==> config.mk <==
export PLATFORM = sky130hd
export DESIGN_NAME = core_if_prefetch
export DESIGN_NICKNAME = d
export VERILOG_FILES = /design/src/rtl/core_if_prefetch.sv
export SDC_FILE = /design/constraint.sdc
export NUM_CORES = 1
export LEC_CHECK = 0
export CORE_MARGIN = 1.5
export CORE_UTILIZATION = 50
export CTS_CLUSTER_DIAMETER = 100
export CTS_CLUSTER_SIZE = 30
export DETAILED_ROUTE_END_ITERATION = 8
export GPL_TIMING_DRIVEN = 0
export PLACE_DENSITY = 0.76
export SKIP_LAST_GASP = 1
export SLEW_MARGIN = 0
export SYNTH_ARGS = -nofsm -noshare
export SYNTH_HDL_FRONTEND = slang
export SYNTH_SLANG_ARGS = --single-unit
==> constraint.sdc <==
create_clock -name clk -period 7.6 [get_ports clk]
set_input_delay 1.14 -clock clk [delete_from_list [all_inputs] [get_ports clk]]
set_output_delay 1.14 -clock clk [all_outputs]
set_load 0.005 [all_outputs]
==> src/rtl/core_if_prefetch.sv <==
// core_if_prefetch: instruction fetch front end with bounded outstanding reads,
// RVC realignment across word boundaries and stale-response discard after redirect.
module core_if_prefetch #(
    parameter logic [31:0] REST_ADDR       = 32'd0,
    parameter int          MAX_OUTSTANDING = 2,
    parameter int          ISTR_FIFO_DEPTH = 4,
    parameter bit          RVC_EN          = 1'b1
) (
    input  logic        clk,
    input  logic        rst_n,
    output logic        avl_m0_read,
    output logic [31:0] avl_m0_address,
    input  logic        avl_m0_request_ready,
    input  logic [31:0] avl_m0_read_data,
    input  logic        avl_m0_read_data_valid,
    output logic        avl_m0_write,
    output logic [31:0] avl_m0_write_data,
    output logic [3:0]  avl_m0_byte_en,
    output logic        avl_m0_begin_burst_transfer,
    output logic [7:0]  avl_m0_burst_count,
    input  logic        redirect_en,
    input  logic [31:0] redirect_addr,
    input  logic        ctr_stop,
    output logic [31:0] fd_istr,
    output logic [31:0] fd_pc,
    output logic        fd_valid,
    input  logic        fd_ready,
    output logic        busy
);
    localparam int CW = $clog2(MAX_OUTSTANDING + 1);
    localparam int RD = 2 ** CW;
    localparam int IW = $clog2(ISTR_FIFO_DEPTH);
    localparam logic [CW:0] MAXV = (CW + 1)'(MAX_OUTSTANDING);

    logic          run, req_pending, stale;
    logic [31:0]   fetch_addr, held_addr, pc, pc_n, word, e_istr;
    logic [CW-1:0] in_flight, in_flight_n, discard_cnt, rcnt;
    logic [31:0]   rmem [RD];
    logic [31:0]   imem_istr [ISTR_FIFO_DEPTH];
    logic [31:0]   imem_pc [ISTR_FIFO_DEPTH];
    logic [IW-1:0] wp, rp;
    logic [IW:0]   icnt;
    logic          hw_valid, hw_valid_n, skip_lo, skip_n;
    logic [15:0]   hw_data, hw_data_n;
    logic          accept, drop, push, pop, emit, start, avail, align_en, ipop;

    assign avl_m0_write                = 1'b0;
    assign avl_m0_write_data           = '0;
    assign avl_m0_byte_en              = 4'hf;
    assign avl_m0_begin_burst_transfer = 1'b0;
    assign avl_m0_burst_count          = '0;

    assign avail    = rcnt != '0;
    assign word     = rmem[0];
    assign align_en = !icnt[IW] && !ctr_stop && !redirect_en;
    assign fd_valid = icnt != '0;
    assign ipop     = fd_valid && fd_ready;
    assign fd_istr  = fd_valid ? imem_istr[rp] : '0;
    assign fd_pc    = fd_valid ? imem_pc[rp] : '0;
    assign busy     = in_flight != '0;

    // Budget counts this cycle's aligner pop so a full stream needs no bubble.
    assign start = run && !req_pending && !ctr_stop && !redirect_en &&
                   ({1'b0, in_flight} + {1'b0, rcnt} - {{CW{1'b0}}, pop}) < MAXV;
    assign avl_m0_read    = req_pending || start;
    assign avl_m0_address = req_pending ? held_addr : fetch_addr;
    assign accept         = avl_m0_read && avl_m0_request_ready;
    assign drop           = avl_m0_read_data_valid && discard_cnt != '0;
    assign push           = avl_m0_read_data_valid && !drop && !redirect_en;
    assign in_flight_n    = in_flight + CW'(accept) - CW'(avl_m0_read_data_valid);

    always_comb begin
        pop        = 1'b0;
        emit       = 1'b0;
        e_istr     = word;
        pc_n       = pc;
        hw_data_n  = hw_data;
        hw_valid_n = hw_valid;
        skip_n     = skip_lo;
        if (align_en) begin
            if (skip_lo) begin
                if (avail) begin
                    pop        = 1'b1;
                    hw_data_n  = word[31:16];
                    hw_valid_n = 1'b1;
                    skip_n     = 1'b0;
                end
            end else if (hw_valid && RVC_EN && hw_data[1:0] != 2'b11) begin
                emit       = 1'b1;
                e_istr     = {16'd0, hw_data};
                pc_n       = pc + 32'd2;
                hw_valid_n = 1'b0;
            end else if (hw_valid) begin
                if (avail) begin
                    emit      = 1'b1;
                    pop       = 1'b1;
                    e_istr    = {word[15:0], hw_data};
                    hw_data_n = word[31:16];
                    pc_n      = pc + 32'd4;
                end
            end else if (avail) begin
                emit = 1'b1;
                pop  = 1'b1;
                if (RVC_EN && word[1:0] != 2'b11) begin
                    e_istr     = {16'd0, word[15:0]};
                    hw_data_n  = word[31:16];
                    hw_valid_n = 1'b1;
                    pc_n       = pc + 32'd2;
                end else begin
                    pc_n = pc + 32'd4;
                end
            end
        end
        if (redirect_en) begin
            pc_n       = redirect_addr & (RVC_EN ? ~32'd1 : ~32'd3);
            hw_valid_n = 1'b0;
            skip_n     = RVC_EN && redirect_addr[1];
        end
    end

    always_ff @(posedge clk or negedge rst_n) begin
        if (!rst_n) begin
            run         <= 1'b0;
            req_pending <= 1'b0;
            stale       <= 1'b0;
            held_addr   <= REST_ADDR & ~32'd3;
            fetch_addr  <= REST_ADDR & ~32'd3;
            pc          <= REST_ADDR;
            in_flight   <= '0;
            discard_cnt <= '0;
            rcnt        <= '0;
            hw_valid    <= 1'b0;
            hw_data     <= '0;
            skip_lo     <= 1'b0;
            wp          <= '0;
            rp          <= '0;
            icnt        <= '0;
        end else begin
            run         <= 1'b1;
            req_pending <= avl_m0_read && !avl_m0_request_ready;
            if (start) held_addr <= fetch_addr;
            fetch_addr  <= redirect_en ? redirect_addr & ~32'd3 : start ? fetch_addr + 32'd4 : fetch_addr;
            in_flight   <= in_flight_n;
            // A request still held on the bus at redirect returns stale data once accepted.
            stale       <= redirect_en ? req_pending && !avl_m0_request_ready : stale && !accept;
            discard_cnt <= redirect_en ? in_flight_n : discard_cnt - CW'(drop) + CW'(accept && stale);
            rcnt        <= redirect_en ? '0 : rcnt + CW'(push) - CW'(pop);
            pc          <= pc_n;
            hw_valid    <= hw_valid_n;
            hw_data     <= hw_data_n;
            skip_lo     <= skip_n;
            wp          <= redirect_en ? '0 : wp + IW'(emit);
            rp          <= redirect_en ? '0 : rp + IW'(ipop);
            icnt        <= redirect_en ? '0 : icnt + (IW + 1)'(emit) - (IW + 1)'(ipop);
        end
    end

    always_ff @(posedge clk) begin
        for (int i = 0; i < RD - 1; i++)
            if (pop) rmem[i] <= rmem[i + 1];
        if (push) rmem[rcnt - CW'(pop)] <= avl_m0_read_data;
        if (emit) begin
            imem_istr[wp] <= e_istr;
            imem_pc[wp]   <= pc;
        end
    end
endmodule

==> impl_metrics.env <==
export IMPL_status="completed"
export IMPL_drcViolationCount=0
export IMPL_cp_end_kind="output pin"
export IMPL_cp_required_ns=6.46
export IMPL_dieArea_sq_um=45700
export IMPL_worstSetupPathType="input port to output pin"
export IMPL_rsz0062_at_grt="no"
export IMPL_worstMarginPinSlew_ns=1.18
export IMPL_grt_total_usage=0.208
export IMPL_p_switching_uw=1800
export IMPL_tns_ns=0
export IMPL_final_cell_area_sq_um=25700
export IMPL_cp_data_arrival_time_ns=5.23
export IMPL_max_freq_mhz=157
export IMPL_place_ws_ns=1.30
export IMPL_synth_top_area_cell="edfxtp_1"
export IMPL_vias=12900
export IMPL_numCtsBuffers=20
export IMPL_root_buffer="clkbuf_16"
export IMPL_slowest_stage="clkdlybuf4s50_1"
export IMPL_maxCapViolCount=0
export IMPL_die_h_um=214
export IMPL_utilization=0.584
export IMPL_start_kind="input port"
export IMPL_final_common_cell="edfxtp_1"
export IMPL_antenna_found_initial=2
export IMPL_cts_tree="done"
export IMPL_worstPathMaxFanout=10
export IMPL_synth_cell_area_sq_um=22200
export IMPL_path_clk_slew_ns=0.12
export IMPL_power_leakage_uw=0.00914
export IMPL_power_internal_uw=4770
export IMPL_hpwl_um=34400
export IMPL_setup_viol=0
export IMPL_clock_latency_ns=0.56
export IMPL_yosys_warnings=0
export IMPL_cts_sinks=505
export IMPL_setup_ws_ns=1.23
export IMPL_crit_chain="clkdlybuf4s50_1, or3_1, or3_4, inv_2, ha_1, nand2b_1, fa_1, nor4b_1, nand3_1, clkbuf_1, nand2b_1, clkdlybuf4s50_1"
export IMPL_cts_resized=0
export IMPL_layout_min_cycle_time_ns=6.37
export IMPL_dieWidth_um=214
export IMPL_wire_per_inst_um=20.2
export IMPL_combPwrFrac=0.277
export IMPL_layout_common_cells="edfxtp_1 (380), clkdlybuf4s50_1 (164), nand2_1 (129)"
export IMPL_slew_violations=0
export IMPL_whs_ns=0.486
export IMPL_first_global_vias=12800
export IMPL_ir_worst_vdd_mv=0.185
export IMPL_syn_inst=1470
export IMPL_core_area_sq_um=44000
export IMPL_hold_viol_final=0
export IMPL_layout_nets=1814
export IMPL_dpl_cell_area_sq_um=25100
export IMPL_grt_max_degree=79
export IMPL_dr_pass1_iters=5
export IMPL_async_flop_share=0.248
export IMPL_cts_setup_buffers=0
export IMPL_share_clk_of_total_power=0.200
export IMPL_power_frac_seq=0.523
export IMPL_ant_nets=0
export IMPL_grt_ovfl_total=0
export IMPL_ios=216
export IMPL_gp_congestion=0.866
export IMPL_synth_top_area_frac=0.514
export IMPL_avgViaCountPerCell=5.53
export IMPL_routed_wl_um=47100
export IMPL_swShare=0.274
export IMPL_slowest_delay_ns=0.55
export IMPL_grt_pass1_wl_um=72600
export IMPL_powerDensity_nw_per_um2=256
export IMPL_clk_path_buf_depth=3
export IMPL_dr_first_iter_drc_count=1206
export IMPL_slew_headroom=0.213
export IMPL_post_route_period_util=0.838
export IMPL_hp_class="register to register"
export IMPL_row_count=77
export IMPL_ys_ff_latch=505
export IMPL_synth_area_leaders="edfxtp_1 (51%), dfrtp_1 (14%), mux4_2 (6.4%)"
export IMPL_start_util=0.505
export IMPL_hold_buffers=0
export IMPL_ys_flop_type="edfxtp_1"
export IMPL_ys_seq_area_frac=0.654
export IMPL_synth_cell_types=82
export IMPL_io_buffers=165
export IMPL_synth_edff_count=380
export IMPL_areaGrowthSynthToFinish_pct=15.6
export IMPL_drive_above_1_share=0.151
export IMPL_finClkSkew_ns=0.0202
export IMPL_avgSynthCellArea_sq_um=15.1
export IMPL_htree_levels=1
-- per-stage QoR --
stage / instances / power, uW
after floorplan: 1518 / 4470
after global placement: 2275 / 5280
after detailed placement: 2296 / 5340
after CTS: 2331 / 6630
after global routing: 2332 / 6900
final: 2333 / 6570
-- metal layers --
metal,vias up,track usage,wire [um]
li1,5974,-,-
met1,6479,0.306,21000
met2,417,0.333,22500
met3,40,0.0281,2950
met4,2,0.0486,700
met5,-,0,11
-- area by class of cell --
cell class              count  area, sq um
repair buffers            186         1940
plain buffers             123          723
well taps                 592          741
flip-flops and latches    505        14500
inverters                  27          101
clock inverters             1         6.26
multi-input cells         863         7070
diodes                      2         5.00
fillers                  3403        18300
clock buffers              34          574
-- cells by family after synthesis --
group | Yosys count | share of synthesized area
DFF | 505 | 0.654
and+or+nand+nor | 386 | 0.0906
muxes | 224 | 0.145
AOI/OAI and AO/OA | 155 | 0.0498
buffers and inverters | 150 | 0.0371
xor gates and xnor gates | 31 | 0.0122
adders and majority gates | 17 | 0.0102
other | 2 | 0.000338
-- worst paths after layout --
kind                                      startpoint                   endpoint  slack (ns)  cells past startpoint
max                                         ctr_stop                avl_m0_read        1.23                     12
min                        held_addr[30]$_DFFE_PN0P_  held_addr[30]$_DFFE_PN0P_        0.49                      2
max reg2reg                     hw_valid$_DFFE_PN0P_   discard_cnt[1]$_DFF_PN0_        2.86                     21
min reg2reg                held_addr[30]$_DFFE_PN0P_  held_addr[30]$_DFFE_PN0P_        0.49                      2
max in group asynchronous                      rst_n     in_flight[0]$_DFF_PN0_        6.31                      2
min in group asynchronous                      rst_n         pc[28]$_DFFE_PN0P_        0.52                      1
-- worst max-delay path: cells and delay by family --
family	cells	cell delay [ns]
simple gates	6	1.83
fa+ha+maj	2	0.76
buf+inv	4	1.50
-- synthesized netlist by cell type (11+ instances only) --
library cell and n:
clkbuf_1 48, mux2_1 104, a31oi_1 13, a22o_1 15, nand2_1 130, mux2_2 54, o21ai_1 37, buf_2 15
nor3_1 14, dfrtp_1 125, o21ai_0 11, a21oi_1 14, nand4_1 13, edfxtp_1 380, nand3_1 32, nor2_1 41
mux4_2 63, xnor2_1 24, inv_1 23, ha_1 15, and2_1 71, buf_4 51, and3_1 18
-- registers in the layout (all words and copies together) (netlist names) --
name and count:
req_pending 1, imem_pc 124, run 1, rmem 128, fetch_addr 30, wp 2
imem_istr 128, skip_lo 1, discard_cnt 2, rp 2, hw_valid 1, pc 31
hw_data 16, icnt 3, rcnt 2, stale 1, held_addr 30, in_flight 2
-- power by group through the flow --
stage               registers (uW)  logic, uW  clock network (uW)
detailed placement            3490       1850                   0
finish                        3430       1820                1310
global route                  3470       2000                1440
global placement              3470       1800                   0
CTS                           3430       1860                1340
floorplan                     3430       1040                   0
(Power assumes the default switching activity.)
==> patch (config.mk and constraints unchanged) <==
Set the parameter `RVC_EN` to 1'b0 (it was 1'b1).
--- a/src/rtl/core_if_prefetch.sv
+++ b/src/rtl/core_if_prefetch.sv
@@ -4,7 +4,7 @@
     parameter logic [31:0] REST_ADDR       = 32'd0,
     parameter int          MAX_OUTSTANDING = 2,
     parameter int          ISTR_FIFO_DEPTH = 4,
-    parameter bit          RVC_EN          = 1'b1
+    parameter bit          RVC_EN          = 1'b0
 ) (
     input  logic        clk,
     input  logic        rst_n,
Check against the original RTL: not equivalent (a bounded check fails within 4 cycles, from zero or initial values and one cycle with rst_n low).
==> patch against the unedited design <==
  * Sequential share of layout area fell by 0.40 points
  * Final area fell by 0.29%
  * Fmax rose by 2.2%
  * Count of clock-buffer cells in the layout did not move
  * Global-route usage rose by 0.86 points
  * Synthesized area fell by 0.40%
  * Sequential cell count fell by 5
  * Worst setup slack improved by 140 ps
  * Power rose by 0.32%
  * Wire length rose by 4.4%
  * Via count barely moved
==> patch: results (changes against the unedited design) <==
| Metric | Value |
|---|---|
| Status | complete, no violations |
| Placer Congestion | 0.8849 (+2.2%) |
| H-tree depth | 1 (unchanged) |
| Dominant register cell in the synthesized netlist | edfxtp_1 |
| Yosys warnings | 0 (unchanged) |
| NetSw | 1.822 mW (+1.2%) |
| Share of cells above drive strength 1 | 24.32% (+9.3 points) |
| CTS clk-pin slew, worst paths | between 100 and 150 ps |
| Worst-skew pair later-pin latency | 560 ps (about the same) |
| Post-synth top cells | edfxtp_1, mux2_2, dfrtp_1, nor2b_1, mux4_2 |
| Post-CTS setup buffers | 0 (unchanged) |
| Total Power | 6.589 mW (+0.32%) |
| # fillers | 3,336 (-2.0%) |
| Vias in the first global route | 12,750 (-0.20%) |
| Multiplexer share of the synthesized area | 17.33% (+2.8 points) |
| Sequential area share after synthesis | 65.04% (-0.39 points) |
| Seq power | 3.34 mW (-3%) |
| Adder-cell share of the synthesized area | 0.9159% (-0.11 points) |
| Hold/Removal Path Class | input port to asynchronous set/reset pin |
| Number of synthesized flops with an enable pin | 376 (-1.1%) |
| Main area contributors after synthesis | edfxtp_1, dfrtp_1, mux2_2 |
| I/O Buffers | 163 (-1.2%) |
| Max incr delay on CP | 870 ps (+320 ps) |
| Largest net degree at the start of global routing | 92 (+16%) |
| Inserted Clock Buffers | 20 (unchanged) |
| Dpl cell area | 25,000 um2 (-0.40%) |
| CP max stage cell | nor3_1 |
| Initial DRT Pass Iterations | 5 (unchanged) |
| Crit path from | ctr_stop |
| Antenna violations before repair | 6 (+4) |
| Complex-gate fraction of the synthesized area | 3.177% (-1.8 points) |
| RR Startpoint | rcnt[0] |
| Top flop regs | imem_istr (128), rmem (128), imem_pc (120) |
| Count of cell types in the netlist | 57 (-30%) |
| DP HPWL | 35,770 um (+3.9%) |
| Combinational share of power | 29.2% (+1.5 points) |
| PostCTS Resize Cnt | 0 (unchanged) |
| Fin Clk Skew | 29.47 ps (+9.280 ps) |
| Final #Nets | 1,755 (-3.3%) |
| Critical path fanouts, max | 10 (unchanged) |
| Root Buffer | clkbuf_16 |
| Initial detailed-routing violation count | 1,181 (-2.1%) |
| Peak VDD IR | 0.0001411 V (-24%) |
| First-pass GRT wire length | 74,950 um (+3.2%) |
| Wirelength per Cell | 21.69 um (+7.3%) |
| Xor/xnor cell area share of the yosys netlist | 1.148% (-0.074 points) |
| Leakage | 8.823 nW (-3.5%) |
| Area of the multi-input gates | 7164 um2 (+1.4%) |
| Max Buffers Root-to-Sink | 3 (unchanged) |
| Gr usage total | 21.68% (+0.86 points) |
| DR vias/cell | 5.691 (+2.8%) |
| Ys async rst share | 24.80% (+0.048 points) |
| Worst slew margin | 15.53% (-5.7 points) |
## patch: cell type report
class                           instances  area share [%]
Antenna cell                            3         0.02930
Buffer                                133           2.803
Clock buffer                           34           2.325
Clock inverter                          1         0.03419
Inverter                               20          0.2930
Multi-Input combinational cell        813           27.97
Sequential cell                       500           56.19
Tap cell                              585           2.857
Timing Repair Buffer                  181           7.507
## patch: worst paths after layout
kind                            slack [ps]             end  cells past startpoint
worst min register to register         510     hw_data[10]                      1
worst min-delay path                   460          pc[11]                      1
worst max register to register        3170  discard_cnt[1]                     15
worst max-delay path                  1370     avl_m0_read                     10
min in group clk                       510     hw_data[10]                      1
max in group asynchronous             6340  discard_cnt[1]                      2
## patch: critical path, delay by kind of cell
| family | cells | cell delay, ps |
|---|---|---|
| adder cells (fa/ha/maj) | 1 | 430 |
| buffers and inverters | 3 | 1230 |
| AO/OA/AOI/OAI | 1 | 150 |
| XOR/XNOR | 1 | 280 |
| AND/OR/NAND/NOR | 4 | 1850 |
## patch: cell families after synthesis
family,count (synthesis)
other,2
buffers and inverters,153
DFF,500
and+or+nand+nor,343
AOI/OAI and AO/OA,96
adders and majority gates,15
muxes,279
xor gates and xnor gates,29
## patch: layer usage
layer	track usage [%]	vias up	wire [um]
li1	-	5858	-
met1	32.12	6584	21440
met2	34.75	412	23770
met3	2.563	61	3068
met4	4.930	4	912
met5	0	-	29
## patch: stage by stage
step | setup TNS [ps] | cells | worst slack (ps)
after detailed placement | 0 | 2232 | 1398
after global placement | -172380 | 2214 | -2704
after global routing | 0 | 2270 | 1068
after floorplan | 0 | 1466 | 1170
final | 0 | 2270 | 1371
after CTS | 0 | 2267 | 1369
